File: src/rtl/rr_arb4_pkg.sv
// Shared constants for the 4-way round-robin arbiter: state encoding and
// the default hold limit, used by the RTL and its bench alike.
package rr_arb4_pkg;

  typedef enum logic {
    IDLE  = 1'b0,
    GRANT = 1'b1
  } state_t;

  localparam int HOLD_MAX_DEF = 8;

  // Next search start after releasing requester idx (3 wraps to 0).
  function automatic logic [1:0] next_ptr(input logic [1:0] idx);
    return idx + 2'd1;
  endfunction

endpackage

File: src/rtl/rr_pick4.sv
// Combinational round-robin search: first set request at PTR, PTR+1, ...
// modulo 4.
module rr_pick4 (
  input  logic [3:0] i_req,
  input  logic [1:0] i_ptr,
  output logic       o_hit,
  output logic [1:0] o_win
);

  logic [1:0] w_cand;

  // Walk offsets from farthest to nearest so the nearest set bit wins.
  always_comb begin
    o_hit  = |i_req;
    o_win  = i_ptr;
    w_cand = i_ptr;
    for (int k = 3; k >= 0; k--) begin
      w_cand = i_ptr + 2'(k);
      if (i_req[w_cand]) o_win = w_cand;
    end
  end

endmodule

File: src/rtl/rr_arb4.sv
// 4-requester round-robin arbiter with a bounded hold time; grants are
// registered, and a forced release at the hold limit pulses o_timeout.
module rr_arb4
  import rr_arb4_pkg::*;
#(
  parameter int HOLD_MAX = HOLD_MAX_DEF
) (
  input  logic       i_clk,
  input  logic       i_rst,
  input  logic [3:0] i_req,
  input  logic       i_done,
  output logic       o_en,
  output logic [1:0] o_idx,
  output logic       o_timeout
);

  localparam int CW = (HOLD_MAX > 1) ? $clog2(HOLD_MAX) : 1;
  localparam logic [CW-1:0] CNT_LAST = CW'(HOLD_MAX - 1);

  state_t        r_state;
  logic [1:0]    r_idx;
  logic [1:0]    r_ptr;
  logic [CW-1:0] r_cnt;
  logic          r_timeout;

  logic       w_hit;
  logic [1:0] w_win;
  logic       w_norm;
  logic       w_lim;
  logic       w_rel;

  rr_pick4 u_pick (
    .i_req (i_req),
    .i_ptr (r_ptr),
    .o_hit (w_hit),
    .o_win (w_win)
  );

  // A normal release (done or dropped request) masks the timeout even when
  // it lands on the limit cycle.
  assign w_norm = i_done | ~i_req[r_idx];
  assign w_lim  = (r_cnt == CNT_LAST);
  assign w_rel  = w_norm | w_lim;

  always_ff @(posedge i_clk) begin
    if (i_rst) begin
      r_state   <= IDLE;
      r_idx     <= 2'b00;
      r_ptr     <= 2'b00;
      r_cnt     <= '0;
      r_timeout <= 1'b0;
    end else begin
      r_timeout <= 1'b0;
      case (r_state)
        IDLE: begin
          if (w_hit) begin
            r_state <= GRANT;
            r_idx   <= w_win;
            r_cnt   <= '0;
          end
        end
        GRANT: begin
          if (w_rel) begin
            r_state   <= IDLE;
            r_ptr     <= next_ptr(r_idx);
            r_cnt     <= '0;
            r_timeout <= w_lim & ~w_norm;
          end else begin
            r_cnt <= r_cnt + CW'(1);
          end
        end
        default: r_state <= IDLE;
      endcase
    end
  end

  assign o_en      = (r_state == GRANT);
  assign o_idx     = r_idx;
  assign o_timeout = r_timeout;

endmodule

File: config.mk
export PLATFORM = sky130hd
export DESIGN_NAME = rr_arb4
export DESIGN_NICKNAME = d
export VERILOG_FILES = /design/src/rtl/rr_arb4_pkg.sv /design/src/rtl/rr_pick4.sv /design/src/rtl/rr_arb4.sv
export SDC_FILE = /design/constraint.sdc
export NUM_CORES = 1
export LEC_CHECK = 0
export CAP_MARGIN = 20
export CORE_AREA = 2 2 39 41
export CTS_CLUSTER_DIAMETER = 80
export DETAILED_ROUTE_END_ITERATION = 10
export DIE_AREA = 0 0 41 43
export GPL_TIMING_DRIVEN = 0
export PLACE_DENSITY = 0.66
export SETUP_SLACK_MARGIN = 0.3
export SYNTH_ARGS = -nofsm -noshare
export SYNTH_HDL_FRONTEND = slang
export SYNTH_HIERARCHICAL = 1
export SYNTH_SLANG_ARGS = --single-unit
File: constraint.sdc
create_clock -name i_clk -period 5.3 [get_ports i_clk]
set_clock_uncertainty 0.05 [all_clocks]
set_input_delay 0.795 -clock i_clk [delete_from_list [all_inputs] [get_ports i_clk]]
set_output_delay 0.795 -clock i_clk [all_outputs]
set_load 0.01 [all_outputs]
# After elaboration in Yosys (flattened, before gate mapping)
# Cells that the tools add are included.
[totals]
input_bits = 7
regBits = 9
wordCells = 48
out_inout_bits = 4
[op_classes]
n_mux = 20
add_sub_neg = 5
reduce_logical = 4
n_lt_le_gt_ge = 5
eq_ne = 2
bitwise_logic = 7
[op_table]
columns = ["cell", "count"]
rows = [
  ["$lt 2x3->1 const B", 5],
  ["$bmux 1 s2", 5],
  ["$mux 2", 4],
  ["$mux 1", 7],
  ["$mux 3", 2],
  ["$pmux 3 s2", 1],
  ["$add 2x1->2 const B", 2],
  ["$add 2x2->2 const B", 2],
  ["$not 1->1", 4],
  ["$reduce_and 2->1", 2],
  ["$reduce_or 4->1", 1],
  ["$add 3x1->3 const B", 1],
  ["$eq 3x3->1 const B", 1],
  ["$reduce_or 3->1", 1],
  ["$ne 2x1->1 const B", 1],
  ["$or 1x1->1", 2],
  ["$pmux 1 s2", 1],
  ["$and 1x1->1", 1],
]

# Longest topological paths before layout
# Gate-level depths: netlist of run 1.
[depth]
word_depth = 7
mapped_depth = 5
mapped_depth_nobuf = 5

# By module
# The synthesis of run 1 kept the hierarchy.
[by_module_without_submodules]
columns = ["module", "instances", "cells_each", "seq_area_each_um2", "area_each_um2"]
rows = [
  ["rr_arb4", 1, 42, 180.2, 447.9],
  ["rr_pick4", 1, 16, 0.0, 100.1],
]

# Least setup slack after synthesis of run 1
# No wires, ideal clock.
[synth_path]
path_type = "input to register"
startpoint = "in i_done"
endpoint = "reg r_ptr[0]"
required_time_ns = 5.127
t_arrival_ns = 1.707
slack_ns = 3.419
setup_ns = 0.123
path_stages = 3
n_path_buf = 0
path_cell_list = "or3_1 > o221a_2 > mux2_1"
[synth_via]
elab_chain_cells = 3
[synth_rtl]
columns = ["item", "line_no", "source"]
rows = [
  ["start, declared", "rr_arb4.sv:11", "input logic i_done,"],
  ["$or 1x1->1", "rr_arb4.sv:41", "assign w_norm = i_done | ~i_req[r_idx];"],
  ["$or 1x1->1", "rr_arb4.sv:43", "assign w_rel = w_norm | w_lim;"],
  ["$reduce_and 2->1 (no source line)", "-", ""],
  ["end signal, assigned", "rr_arb4.sv:65", "r_ptr <= next_ptr(r_idx);"],
  ["end, declared", "rr_arb4.sv:22", "logic [1:0] r_ptr;"],
]
# No other way between the ends.
# A chain may end at the register's enable or synchronous reset.

# Worst setup path in the final report of run 1
[layout_path]
startpoint = "in i_req[3]"
endpoint = "reg r_cnt[1]"
[layout_via]
elab_chain_cells = 7
word_cells_on_any_way = 9
cone_classes = "1 x eq/ne; 4 x mux; 3 x bitwise; 1 x reduce/logical"
[layout_rtl]
columns = ["item", "line_no", "source"]
rows = [
  ["start, declared", "rr_arb4.sv:10", "input logic [3:0] i_req,"],
  ["$bmux 1 s2", "rr_arb4.sv:41", ""],
  ["$mux 1 (implied by the code)", "rr_arb4.sv:41", ""],
  ["$not 1->1", "rr_arb4.sv:41", ""],
  ["$or 1x1->1", "rr_arb4.sv:41", ""],
  ["$or 1x1->1", "rr_arb4.sv:43", ""],
  ["$mux 3", "rr_arb4.sv:63", "if (w_rel) begin"],
  ["$pmux 3 s2", "rr_arb4.sv:54", "case (r_state)"],
  ["end signal, assigned", "rr_arb4.sv:69", "r_cnt <= r_cnt + CW'(1);"],
  ["end, declared", "rr_arb4.sv:23", "logic [CW-1:0] r_cnt;"],
]
# Parallel ways exist; a longest one is shown, timed or not. The select of a mux whose other input is x is not followed.

==> out/qor.csv, run 1 <==
metric;value;unit
post-route-period-util;41.5;%
met2_length;418;µm
met3_length;62;µm
ys_top_cells_by_area;dfxtp_1 33%, mux2i_1 7.3%, nor2_1 5.5%;
required;5.40;ns
final_antenna_net_count;0;
grt_first_pass_wirelength;1810;µm
hold_path.class;flip-flop to flip-flop;
start_kind;input port;
cts_resized;0;
dieArea;1760;µm²
worstSetupPathDepth;4;
hold_buffers;0;
drc;0;
arrival;2.30;ns
max_stage_delay;0.52;ns
placementRows;14;
ys_seq_elements;9;
cts_tree;yes;
fp.coreArea;1380;µm²
crit_slowest_cell;mux4_2;
cp_max_fo;8;
synth_edf_count;0;
syn_nets;67;
path_buf_inv;1;
dp_hpwl;749;µm
report.final.hold_viol_count;0;
p_comb_share;22.6;%
grt_pass1_vias;424;
drt_iter0_drc;6;
peakVddDrop;146;µV
avgSynthCellArea;9.45;µm²
grt_max_degree;11;
fin_crit;2.20;ns
yosys_warnings;6;
dr.pass1.iters;2;
die_w;41;µm
ctsLongestPathBuffers;2;
yosysSeqAreaShare;32.9;%
ios;11;
async_flop_share;0;%
layout-drive-gt1-share;14.1;%
routed.top_layer;met3;
numCtsBuffers;3;
worst_slew_pin_slew;0.388;ns
synth_ff_type;dfxtp_1;
grt_overflow;0;
syn_to_final_growth;24.9;%
die_y;43;µm
grt_setup_unrepaired;false;
yosysTopAreaCellShare;32.9;%
io_buffers;9;
post_cts_buffers;0;
slew_headroom;74.1;%
maxCapViolations;0;
ys_types;26;
htreeDepth;1;
routed-via-count;444;
drt-vias-per-instance;5.10;
seqPwrFrac;45.7;%
cts.sinks;9;
wl;965;µm
synthesis.area;548;µm²
tns;0;ns
switching_share;26.0;%
finish.net_count;81;
routabilityCongestion;0.771;
insertion_delay;0.26;ns
clockPowerShare;31.7;%
power_density;243;nW/µm²
setup_viol;0;
grt_usage;15.2;%
static-leakage-power;0.000283;µW
r2r_slack;3.48;ns
endpoint_kind;flip-flop;
final_cell_mix;9 x clkdlybuf4s50_1, 9 x dfxtp_1, 8 x nor2_1, 4 x mux2i_1;
critical_path_class;input port to flip-flop;
wirelength_met1;485;µm
synth_largest_area_cell;dfxtp_1;
critPathTopFamily;multiplexers;
antenna_cells;0;
root_buffer;clkbuf_4;
p_int;123;µW
wire_per_inst;11.1;µm
status;complete, no violations;
fmax;455;MHz
path_cells;clkdlybuf4s50_1 -> mux4_2 -> and3b_1 -> a32o_1;
dp_slack;2.82;ns
syn_inst;58;
fin_ws;3.10;ns
switchingPower;43.2;µW
clk_pin_slew;0.06;ns
r2r_cells;5;
antenna_found_initial;0;
holdPathStages;2;
drv_slew;0;
initial_core_util;39.6;%
## cells in the mapped netlist (2+ instances only)
master   n
nor2b_1  3
o21ai_0  2
nor3_1   3
a32o_1   2
and3b_1  2
nor2_1   8
nand2_1  3
a21oi_1  2
and2b_2  2
mux2i_1  4
mux2_1   2
dfxtp_1  9
ha_1     2
o221a_2  2
## tightest hold or removal path, stage by stage (launching register included)
cell	delay [ns]
dfxtp_1	0.32
nand2_1	0.05
a21oi_1	0.05
## kinds of logic after synthesis
family,Yosys count,share of synthesized area [%]
AND/OR/NAND/NOR,27,29.0
AO/OA/AOI/OAI,9,13.0
flip-flops,9,32.9
multiplexers,7,15.5
buffers and inverters,3,3.42
adder cells (fa/ha/maj),2,4.57
XOR/XNOR,1,1.60
## power by group through the flow
stage / clock (µW) / combinational [µW] / sequential (µW)
final: 52.7 / 37.5 / 75.9
after floorplan: 0 / 24.1 / 77.4
after CTS: 55.8 / 37.9 / 75.9
after detailed placement: 0 / 37.7 / 77.4
after global placement: 0 / 37.6 / 77.4
after global routing: 59.4 / 42.1 / 76.7
## layer usage
metal / vias up / global-route usage (%)
li1: 242 / -
met1: 193 / 21.5
met2: 9 / 19.1
met3: 0 / 9.42
met4: 0 / 4.00
met5: - / 0
## layout make-up
cell class                 count  area (µm²)
sequential                     9         180
inverter                       1        3.75
tap                           16        20.0
timing repair buffer           9        90.1
clock buffer                   4        26.3
buffer                         2        15.0
fill                         133         699
multi-input combinational     46         349
## final timing paths
check,startpoint,to
worst max register to register,r_cnt[0]$_SDFFE_PP0P_,r_ptr[0]$_SDFFE_PP0P_
worst min-delay path,r_cnt[0]$_SDFFE_PP0P_,r_cnt[0]$_SDFFE_PP0P_
worst max-delay path,i_req[3],r_cnt[1]$_SDFFE_PP0P_
worst min register to register,r_cnt[0]$_SDFFE_PP0P_,r_cnt[0]$_SDFFE_PP0P_
## registers in the layout, summed over array words and instances, names as in the netlist
register	flops
r_cnt	3
r_ptr	2
o_timeout	1
o_en	1
o_idx	2
## per-stage QoR
stage | util, % | hold slack, ns | power, µW | cell area (µm²) | std cells
2_1_floorplan | - | 0.396 | 102 | 548 | 58
3_3_place_gp | 47.6 | 0.406 | 115 | 658 | 83
3_5_place_dp | 47.6 | 0.418 | 115 | 658 | 83
4_1_cts | 49.5 | 0.429 | 170 | 684 | 87
5_1_grt | 49.5 | 0.437 | 178 | 684 | 87
6_report | 49.5 | 0.421 | 166 | 684 | 87
No activity file was read; power rests on OpenSTA's default activity.
==> inputs of run 2 (changes only) <==
Clock period 5.3 ns to 2.2 ns, I/O delays scaled along.
==> out/qor.csv, run 2 (synthesized netlist as in run 1, its figures left out) <==
metric;value;unit
status;complete, no violations;
placementRows;14;
required;2.29;ns
grt_overflow;0;
hold_path.class;input port to flip-flop;
fmax;559;MHz
die_w;41;µm
start_kind;flip-flop;
drv_slew;0;
hold_buffers;0;
fin_crit;1.79;ns
root_buffer;clkbuf_4;
dr.pass1.iters;2;
path_buf_inv;0;
worst_slew_pin_slew;0.388;ns
regMostFlops;r_cnt;
fp.coreArea;1380;µm²
insertion_delay;0.26;ns
power_density;583;nW/µm²
ios;11;
grt_setup_unrepaired;false;
slew_headroom;74.1;%
report.final.hold_viol_count;0;
post-route-period-util;81.4;%
drc;0;
maxCapViolations;0;
grt_first_pass_wirelength;1810;µm
max_stage_delay;0.32;ns
final_cell_mix;9 x clkdlybuf4s50_1, 9 x dfxtp_1, 8 x nor2_1, 4 x mux2i_1;
seqPwrFrac;45.7;%
finish.net_count;81;
clk_pin_slew;0.06;ns
numCtsBuffers;3;
cp_max_fo;4;
hold_slack;0.378;ns
critical_path_class;flip-flop to flip-flop;
ctsLongestPathBuffers;2;
antenna_cells;0;
initial_core_util;39.6;%
cts.sinks;9;
clockPowerShare;31.7;%
die_y;43;µm
peakVddDrop;352;µV
layout-drive-gt1-share;15.5;%
grt_max_degree;11;
routed-via-count;444;
final_antenna_net_count;0;
cts_tree;yes;
dp_hpwl;749;µm
largest_reg_flops;3;
wl;966;µm
switchingPower;104;µW
antenna_found_initial;0;
drt-vias-per-instance;5.10;
grt_pass1_vias;424;
htreeDepth;1;
critPathTopFamily;adder cells;
wire_per_inst;11.1;µm
arrival;1.88;ns
static-leakage-power;0.000280;µW
tns;0;ns
io_buffers;9;
p_comb_share;22.6;%
setup_viol;0;
drt_iter0_drc;6;
grt_usage;15.2;%
crit_slowest_cell;dfxtp_1;
dieArea;1760;µm²
p_int;296;µW
path_cells;ha_1 -> ha_2 -> or3_1 -> o221a_2 -> mux2_1;
syn_to_final_growth;25.3;%
switching_share;26.0;%
endpoint_kind;flip-flop;
n_fill_cell;132;
routabilityCongestion;0.771;
## run 2: power by group through the flow
stage / logic (µW) / clock network (µW) / registers (µW)
2_1_floorplan: 58.0 / 0 / 187
3_3_place_gp: 90.7 / 0 / 186
3_5_place_dp: 90.8 / 0 / 187
4_1_cts: 91.4 / 134 / 183
5_1_grt: 101 / 143 / 185
6_report: 90.4 / 127 / 183
## run 2: worst register-to-register path, cell delays in order, from the launching register on
cell	delay (ns)
dfxtp_1	0.32
ha_1	0.20
ha_2	0.18
or3_1	0.31
o221a_2	0.31
mux2_1	0.31
## run 2: through the flow
step	total power, µW	area (µm²)	instances	utilization [%]	worst slack (ns)
3_3_place_gp	277	658	83	47.6	0.194
3_5_place_dp	277	658	83	47.6	0.189
6_report	400	687	87	49.6	0.410
2_1_floorplan	245	548	58	-	0.464
4_1_cts	409	684	87	49.5	0.371
5_1_grt	429	687	87	49.6	0.322
## run 2: layout make-up
cell class	count	area (µm²)	area share [%]
multi-input combinational	46	352	51.2
tap	16	20.0	2.91
timing repair buffer	9	90.1	13.1
buffer	2	15.0	2.19
sequential	9	180	26.2
inverter	1	3.75	0.546
clock buffer	4	26.3	3.83
## run 2: timing repair
item,4_1_cts,5_1_grt
endpoints found under the setup margin,0,1
setup buffers,0,0
resized for setup,0,1
## run 2: path summary, 6_finish.rpt
path,from,to,slack (ns),cells after the start
setup / recovery,r_cnt[0]$_SDFFE_PP0P_,r_ptr[0]$_SDFFE_PP0P_,0.41,5
hold / removal,i_rst,o_idx[1]$_SDFFE_PP0P_,0.38,2
setup reg to reg,r_cnt[0]$_SDFFE_PP0P_,r_ptr[0]$_SDFFE_PP0P_,0.41,5
hold reg to reg,r_cnt[0]$_SDFFE_PP0P_,r_cnt[0]$_SDFFE_PP0P_,0.42,2
## run 2: metal layers
layer | wire, µm | GRT usage [%] | up-vias
li1 | - | - | 242
met4 | 0 | 4.00 | 0
met5 | 0 | 0 | -
met1 | 486 | 21.5 | 193
met3 | 62 | 9.42 | 0
met2 | 417 | 19.1 | 9
